## config.mk

```make
export PLATFORM = sky130hd
export DESIGN_NAME = exponencial_secuencial
export DESIGN_NICKNAME = d
export VERILOG_FILES = /design/src/rtl/exponencial_pkg.sv /design/src/rtl/exponencial_secuencial_multiplicador.sv /design/src/rtl/exponencial_secuencial.sv
export SDC_FILE = /design/constraint.sdc
export NUM_CORES = 1
export LEC_CHECK = 0
export ABC_AREA = 1
export ABC_CLOCK_PERIOD_IN_PS = 7300
export CAP_MARGIN = 30
export CORE_MARGIN = 3
export CORE_UTILIZATION = 61
export DETAILED_ROUTE_END_ITERATION = 8
export PLACE_DENSITY_LB_ADDON = 0.3
export SLEW_MARGIN = 20
export SYNTH_ARGS = -nofsm -noshare
export SYNTH_HDL_FRONTEND = slang
export SYNTH_HIERARCHICAL = 1
export SYNTH_SLANG_ARGS = --single-unit
```

## constraint.sdc

```tcl
create_clock -name clk -period 7.3 [get_ports clk]
set_input_delay 0.73 -clock clk [delete_from_list [all_inputs] [get_ports clk]]
set_output_delay 0.73 -clock clk [all_outputs]
set_load 0.01 [all_outputs]
```

## src/rtl/exponencial_pkg.sv

```systemverilog
// Shared types and sizing helpers for the sequential power unit.
package exponencial_pkg;

  // Controller states: wait for start, iterate over exponent bits, present result.
  typedef enum logic [1:0] {
    IDLE = 2'd0,
    RUN  = 2'd1,
    DONE = 2'd2
  } exp_state_t;

  // Reference operand width and its bit-counter width.
  localparam int M_DEF = 4;
  localparam int CW    = $clog2(M_DEF);

  // Bit-index counter width for an M-bit exponent. The result is never below 1,
  // so a counter register always exists even when M is small.
  function automatic int cnt_width(input int m);
    return (m <= 2) ? 1 : $clog2(m);
  endfunction

endpackage

```

## src/rtl/exponencial_secuencial_multiplicador.sv

```systemverilog
// Unsigned M x M multiplier. It returns the low half of the 2M-bit product
// together with a flag that reports whether the high half is nonzero.
module multiplicador_mxm #(
  parameter int M = 4
) (
  input  logic [M-1:0] a,
  input  logic [M-1:0] b,
  output logic [M-1:0] p_lo,
  output logic         hi_nz
);

  logic [2*M-1:0] p;

  // Full-width product, then split into the kept low half and the overflow indicator.
  always_comb begin
    p     = {{M{1'b0}}, a} * {{M{1'b0}}, b};
    p_lo  = p[M-1:0];
    hi_nz = |p[2*M-1:M];
  end

endmodule

```

## src/rtl/exponencial_secuencial.sv

```systemverilog
// Multi-cycle base**exponente unit using MSB-first square-and-multiply,
// one exponent bit per clock, with exact overflow detection and optional saturation.
module exponencial_secuencial
  import exponencial_pkg::*;
#(
  parameter int M        = 4,
  parameter bit SATURATE = 1'b0
) (
  input  logic         clk,
  input  logic         rst,
  input  logic         start,
  input  logic [M-1:0] base,
  input  logic [M-1:0] exponente,
  output logic [M-1:0] resultado,
  output logic         overflow,
  output logic         busy,
  output logic         done
);

  localparam int CNT_W = cnt_width(M);

  exp_state_t       state_q, state_d;
  logic [CNT_W-1:0] cnt_q, cnt_d;
  logic [M-1:0]     acc_q, acc_d;
  logic             ovf_s_q, ovf_s_d;
  logic [M-1:0]     base_q, base_d;
  logic [M-1:0]     exp_q, exp_d;
  logic [M-1:0]     resultado_q, resultado_d;
  logic             overflow_q, overflow_d;

  // Datapath for one iteration: square the accumulator, then optionally multiply by base.
  logic [M-1:0] sq_lo;
  logic         sq_hi_nz;
  logic [M-1:0] mul_lo;
  logic         mul_hi_nz;
  logic         bit_e;
  logic [M-1:0] step_acc;
  logic         step_ovf;

  multiplicador_mxm #(.M(M)) u_square (
    .a     (acc_q),
    .b     (acc_q),
    .p_lo  (sq_lo),
    .hi_nz (sq_hi_nz)
  );

  multiplicador_mxm #(.M(M)) u_mul_base (
    .a     (sq_lo),
    .b     (base_q),
    .p_lo  (mul_lo),
    .hi_nz (mul_hi_nz)
  );

  // One square-and-multiply step on the current exponent bit. Every intermediate
  // value is a prefix power of the final result, so the sticky flag is exact.
  always_comb begin
    bit_e    = exp_q[cnt_q];
    step_acc = bit_e ? mul_lo : sq_lo;
    step_ovf = ovf_s_q | sq_hi_nz | (bit_e & mul_hi_nz);
  end

  // Next-state and next-register computation for the controller and datapath.
  always_comb begin
    state_d     = state_q;
    cnt_d       = cnt_q;
    acc_d       = acc_q;
    ovf_s_d     = ovf_s_q;
    base_d      = base_q;
    exp_d       = exp_q;
    resultado_d = resultado_q;
    overflow_d  = overflow_q;
    case (state_q)
      IDLE: begin
        if (start) begin
          state_d = RUN;
          base_d  = base;
          exp_d   = exponente;
          acc_d   = M'(1);
          ovf_s_d = 1'b0;
          cnt_d   = CNT_W'(M - 1);
        end
      end
      RUN: begin
        acc_d   = step_acc;
        ovf_s_d = step_ovf;
        cnt_d   = cnt_q - CNT_W'(1);
        if (cnt_q == '0) begin
          state_d     = DONE;
          overflow_d  = step_ovf;
          resultado_d = (SATURATE && step_ovf) ? {M{1'b1}} : step_acc;
        end
      end
      DONE: state_d = IDLE;
      default: state_d = IDLE;
    endcase
  end

  // State, iteration and output registers; reset aborts any operation in flight.
  always_ff @(posedge clk or posedge rst) begin
    if (rst) begin
      state_q     <= IDLE;
      cnt_q       <= '0;
      acc_q       <= '0;
      ovf_s_q     <= 1'b0;
      base_q      <= '0;
      exp_q       <= '0;
      resultado_q <= '0;
      overflow_q  <= 1'b0;
    end else begin
      state_q     <= state_d;
      cnt_q       <= cnt_d;
      acc_q       <= acc_d;
      ovf_s_q     <= ovf_s_d;
      base_q      <= base_d;
      exp_q       <= exp_d;
      resultado_q <= resultado_d;
      overflow_q  <= overflow_d;
    end
  end

  assign resultado = resultado_q;
  assign overflow  = overflow_q;
  assign busy      = (state_q == RUN);
  assign done      = (state_q == DONE);

endmodule

```

==> impl_results.html <==
<table>
<tr><th>Metric</th><th>Value</th></tr>
<tr><th colspan="2">Global routing</th></tr>
<tr><td>Number of antenna violations at the first check in global routing</td><td>0</td></tr>
<tr><td>Pin count of the biggest net entering global routing</td><td>23</td></tr>
<tr><td>Wire length of the first global-routing pass</td><td>6.73 mm</td></tr>
<tr><td>Vias in the first global route</td><td>1636</td></tr>
<tr><td>Total routing resource utilization after global routing</td><td>21.0%</td></tr>
<tr><td>Remaining global-route overflow</td><td>0</td></tr>
<tr><th colspan="2">Worst setup path</th></tr>
<tr><td>Slowest stage cell, crit path</td><td>sky130_fd_sc_hd__fa_1</td></tr>
<tr><td>Data required time at the worst endpoint</td><td>7.52 ns</td></tr>
<tr><td>Beginning of the critical path</td><td>acc_q[3]</td></tr>
<tr><td>Element type at the critical path start</td><td>register</td></tr>
<tr><td>R2R Path Start</td><td>acc_q[3]</td></tr>
<tr><td>Arr. time, crit path</td><td>4.46 ns</td></tr>
<tr><td>Worst setup EP type</td><td>register</td></tr>
<tr><td>Count of buffer and inverter cells on the critical path</td><td>3</td></tr>
<tr><td>Cell repeated most along the worst path</td><td>sky130_fd_sc_hd__nand2_1</td></tr>
<tr><td>CP Class</td><td>reg2reg</td></tr>
<tr><td>Cells traversed along the worst timing path</td><td>nand2_1 -&gt; fa_1 -&gt; fa_1 -&gt; fa_1 -&gt; inv_1 -&gt; nand2_1 -&gt; fa_1 -&gt; inv_1 -&gt; ha_1 -&gt; ha_1 -&gt; inv_1 -&gt; nand2_1 -&gt; nand3_1 -&gt; nor2_1 -&gt; nand3_1 -&gt; nand3_1 -&gt; nand2_1 -&gt; nand2_1 -&gt; nand2_1</td></tr>
<tr><td>Top delay family on crit path</td><td>adder cells</td></tr>
<tr><td>Biggest cell delay along the critical path</td><td>0.54 ns</td></tr>
<tr><td>Maximum fanout encountered on the critical timing path</td><td>9</td></tr>
<tr><th colspan="2">Power</th></tr>
<tr><td>Sw power</td><td>541 µW</td></tr>
<tr><td>Portion of total power attributed to sequential cells</td><td>22.7%</td></tr>
<tr><td>Power density over the cells</td><td>472 nW/µm²</td></tr>
<tr><td>Share of power burned in combinational logic</td><td>71.1%</td></tr>
<tr><td>PnR Total Power</td><td>1.07 mW</td></tr>
<tr><td>Peak VDD IR</td><td>0.288 mV</td></tr>
<tr><td>Pleak</td><td>1.38 nW</td></tr>
<tr><td>Switching share of power</td><td>50.4%</td></tr>
<tr><td>Share of power burned in the clock network</td><td>6.3%</td></tr>
<tr><td>Internal portion of total power</td><td>533 µW</td></tr>
<tr><th colspan="2">Run</th></tr>
<tr><td># Max-Cap Violations</td><td>0</td></tr>
<tr><th colspan="2">CTS</th></tr>
<tr><td>CTS tree</td><td>done</td></tr>
<tr><td>Hold-fix buffers at CTS</td><td>0</td></tr>
<tr><td>Post-cts gate resize count</td><td>0</td></tr>
<tr><td>Post-CTS clock slew at the launch and capture registers of the worst setup and hold paths</td><td>0.12 ns</td></tr>
<tr><td>Clock Sinks</td><td>22</td></tr>
<tr><td>Insertion delay of the later-clocked pin in the worst-skew pair</td><td>0.31 ns</td></tr>
<tr><td>H-tree levels</td><td>1</td></tr>
<tr><td>Max clock buf depth</td><td>2</td></tr>
<tr><td>Number of buffers added by the clock tree synthesis step</td><td>3</td></tr>
<tr><td>CTS root buf</td><td>sky130_fd_sc_hd__clkbuf_4</td></tr>
<tr><td>Number of setup buffers added after CTS</td><td>0</td></tr>
<tr><th colspan="2">Place</th></tr>
<tr><td>Setup WS pre-CTS</td><td>3.06 ns</td></tr>
<tr><td>PortBufs</td><td>17</td></tr>
<tr><td>Final Wtd Congestion</td><td>0.871</td></tr>
<tr><td>Cell area after placement</td><td>2240 µm²</td></tr>
<tr><td>Instance count after placement with tap cells included</td><td>322</td></tr>
<tr><td>Half-perimeter wire length of the detailed placement result</td><td>3.10 mm</td></tr>
<tr><th colspan="2">Yosys</th></tr>
<tr><td>Cell area after synthesis</td><td>2010 µm²</td></tr>
<tr><td>Area fraction in and, or, nand and nor cells after synthesis</td><td>29.8%</td></tr>
<tr><td>Number of distinct library cells after synthesis</td><td>22</td></tr>
<tr><td>Combinational family with the most area after synthesis</td><td>simple AND/OR/NAND/NOR gates</td></tr>
<tr><td>Flop and latch count out of synthesis</td><td>22</td></tr>
<tr><td>Area share of xor/xnor cells in the synthesized design</td><td>0.435%</td></tr>
<tr><td>Syn Nets</td><td>305</td></tr>
<tr><td>Multiplexer share of the synthesized area</td><td>5.97%</td></tr>
<tr><td>Fraction of the mapped netlist area in compound gates</td><td>1.74%</td></tr>
<tr><td>Mapped Cells</td><td>261</td></tr>
<tr><td>Adder-cell area share of the yosys netlist</td><td>23.5%</td></tr>
<tr><td>Warnings from Yosys</td><td>6</td></tr>
<tr><td>Mean instance size in the synthesized netlist</td><td>7.71 µm²</td></tr>
<tr><td>Seq/Total Area, Yosys</td><td>27.4%</td></tr>
<tr><th colspan="2">Outcome</th></tr>
<tr><td>Status</td><td>complete, no violations</td></tr>
<tr><th colspan="2">STA</th></tr>
<tr><td>Worst clock skew</td><td>0.00421 ns</td></tr>
<tr><td>Final clock period utilization by the worst path</td><td>58.1%</td></tr>
<tr><td>Worst-margin pin slew</td><td>0.824 ns</td></tr>
<tr><td>Sum of negative setup slack</td><td>0 ns</td></tr>
<tr><td>Max Slew Vio Count</td><td>0</td></tr>
<tr><td>Unrepaired setup endpoints after global routing</td><td>no</td></tr>
<tr><td>Peak Freq</td><td>236 MHz</td></tr>
<tr><td>Worst max-slew margin expressed relative to the limit</td><td>45.0%</td></tr>
<tr><td>Final worst path period need</td><td>4.24 ns</td></tr>
<tr><td>Crit path setup slack, layout</td><td>3.06 ns</td></tr>
<tr><td>Number of failing hold endpoints at the final stage</td><td>0</td></tr>
<tr><td>Final setup violation count</td><td>0</td></tr>
<tr><th colspan="2">Worst hold path</th></tr>
<tr><td>Path category of the worst min-delay check</td><td>reg2reg</td></tr>
<tr><td>Worst hold path startpoint</td><td>ovf_s_q</td></tr>
<tr><th colspan="2">Drt</th></tr>
<tr><td>Via density per instance</td><td>5.00</td></tr>
<tr><td>Routed length per instance</td><td>11.6 µm</td></tr>
<tr><td>Post-DRT Antenna Nets</td><td>0</td></tr>
<tr><td>Routed Wire Length</td><td>3.78 mm</td></tr>
<tr><td>Via total after detailed routing</td><td>1630</td></tr>
<tr><td>Number of DRC markers in iteration 0</td><td>85</td></tr>
<tr><td>Length of the first detailed-routing pass in iterations</td><td>4</td></tr>
<tr><td>DRC violations left</td><td>0</td></tr>
<tr><th colspan="2">Floorplan</th></tr>
<tr><td>Die W</td><td>63.4 µm</td></tr>
<tr><td>I/O pin total</td><td>18</td></tr>
<tr><td>Core area</td><td>3100 µm²</td></tr>
<tr><td>Initial core utilization</td><td>64.8%</td></tr>
<tr><td>Height of the chip</td><td>63.4 µm</td></tr>
<tr><td>Full die area</td><td>4020 µm²</td></tr>
<tr><td>Standard-cell rows</td><td>20</td></tr>
<tr><th colspan="2">Finish</th></tr>
<tr><td>Fraction of layout instances using a drive strength above 1</td><td>10.6%</td></tr>
<tr><td>Count of non-filler cells in the finished layout</td><td>326</td></tr>
<tr><td>Layout Cell Area excl Fill</td><td>2270 µm²</td></tr>
<tr><td>Diodes inserted</td><td>0</td></tr>
<tr><td>Total number of nets in the final design</td><td>327</td></tr>
<tr><td>Syn-to-layout area delta</td><td>13.0%</td></tr>
</table>
## tightest hold or removal path, delay by kind of cell, from the launching register on
kind	cells	cell delay [ns]
DFF	1	0.37
and+or+nand+nor	2	0.11
## layer usage
layer,routed length (µm),global-route usage [%]
met5,0,0
met4,60,8.63
met3,151,2.85
met2,1850,36.9
met1,1730,25.6
## sequential cells by signal (all words and copies together) (netlist names)
register   cells
ovf_s_q        1
state_q        2
base_q         4
cnt_q          2
overflow       1
exp_q          4
resultado      4
acc_q          4
## final timing paths
path | endpoint | slack [ns] | cells past startpoint
min reg2reg | ovf_s_q | 0.50 | 2
min | ovf_s_q | 0.50 | 2
max in group asynchronous | ovf_s_q | 5.93 | 2
max reg2reg | ovf_s_q | 3.06 | 19
min in group asynchronous | resultado[3] | 0.86 | 2
max | ovf_s_q | 3.06 | 19
## per-stage QoR
stage	hold WS (ns)	util [%]
after floorplan	0.450	-
after global placement	0.465	72.1
after detailed placement	0.470	72.1
after CTS	0.504	73.3
after global routing	0.522	73.3
final	0.504	73.3
## cells by family after synthesis
logic type | after synthesis
flops | 22
buf+inv | 60
compound gates | 6
simple gates | 131
fa+ha+maj | 33
mux | 8
xor+xnor | 1
## layout make-up
class                      instances  area [µm²]
clock buffer                       4        36.3
tap                               44        55.1
inverter                          60         225
sequential                        22         551
timing repair buffer              17         170
fill                             266         830
multi-input combinational        179        1240
## cell usage after synthesis
library cell,count,area [µm²]
sky130_fd_sc_hd__nand2_1,89,334
sky130_fd_sc_hd__inv_1,54,203
sky130_fd_sc_hd__ha_1,25,313
sky130_fd_sc_hd__dfrtp_1,22,551
sky130_fd_sc_hd__nand3_1,16,80.1
sky130_fd_sc_hd__fa_1,8,160
sky130_fd_sc_hd__mux2_4,8,120
sky130_fd_sc_hd__nor2_1,8,30.0
sky130_fd_sc_hd__inv_2,6,22.5
sky130_fd_sc_hd__nand2_2,6,37.5
sky130_fd_sc_hd__nand3b_1,5,37.5
sky130_fd_sc_hd__a21oi_1,2,10.0
sky130_fd_sc_hd__nand3_4,2,35.0
sky130_fd_sc_hd__o21ai_1,2,10.0
sky130_fd_sc_hd__a22oi_1,1,7.51
sky130_fd_sc_hd__nand2_4,1,11.3
sky130_fd_sc_hd__nand3_2,1,10.0
sky130_fd_sc_hd__nor2_2,1,6.26
sky130_fd_sc_hd__nor2_4,1,11.3
sky130_fd_sc_hd__o21bai_1,1,7.51
sky130_fd_sc_hd__or2_0,1,6.26
sky130_fd_sc_hd__xor2_1,1,8.76
## power by group through the flow
stage	Sequential, mW	Combinational, mW	Clock [mW]
final	0.243	0.763	0.0676
after global routing	0.253	0.868	0.0745
after CTS	0.243	0.764	0.0695
after detailed placement	0.244	0.756	0
after global placement	0.243	0.731	0
after floorplan	0.235	0.578	0
## cells in the final DEF (no fill, tap or decap), types with 6 or more instances in the layout
cell type / synthesis / final
sky130_fd_sc_hd__inv_2: 6 / 6
sky130_fd_sc_hd__nand3_1: 16 / 16
sky130_fd_sc_hd__fa_1: 8 / 8
sky130_fd_sc_hd__ha_1: 25 / 25
sky130_fd_sc_hd__inv_1: 54 / 54
sky130_fd_sc_hd__nand2_1: 89 / 89
sky130_fd_sc_hd__nand2_2: 6 / 6
sky130_fd_sc_hd__mux2_4: 8 / 8
sky130_fd_sc_hd__nor2_1: 8 / 8
sky130_fd_sc_hd__clkdlybuf4s50_1: 0 / 17
sky130_fd_sc_hd__dfrtp_1: 22 / 22
Note: power is estimated with default switching activity, not from simulation.
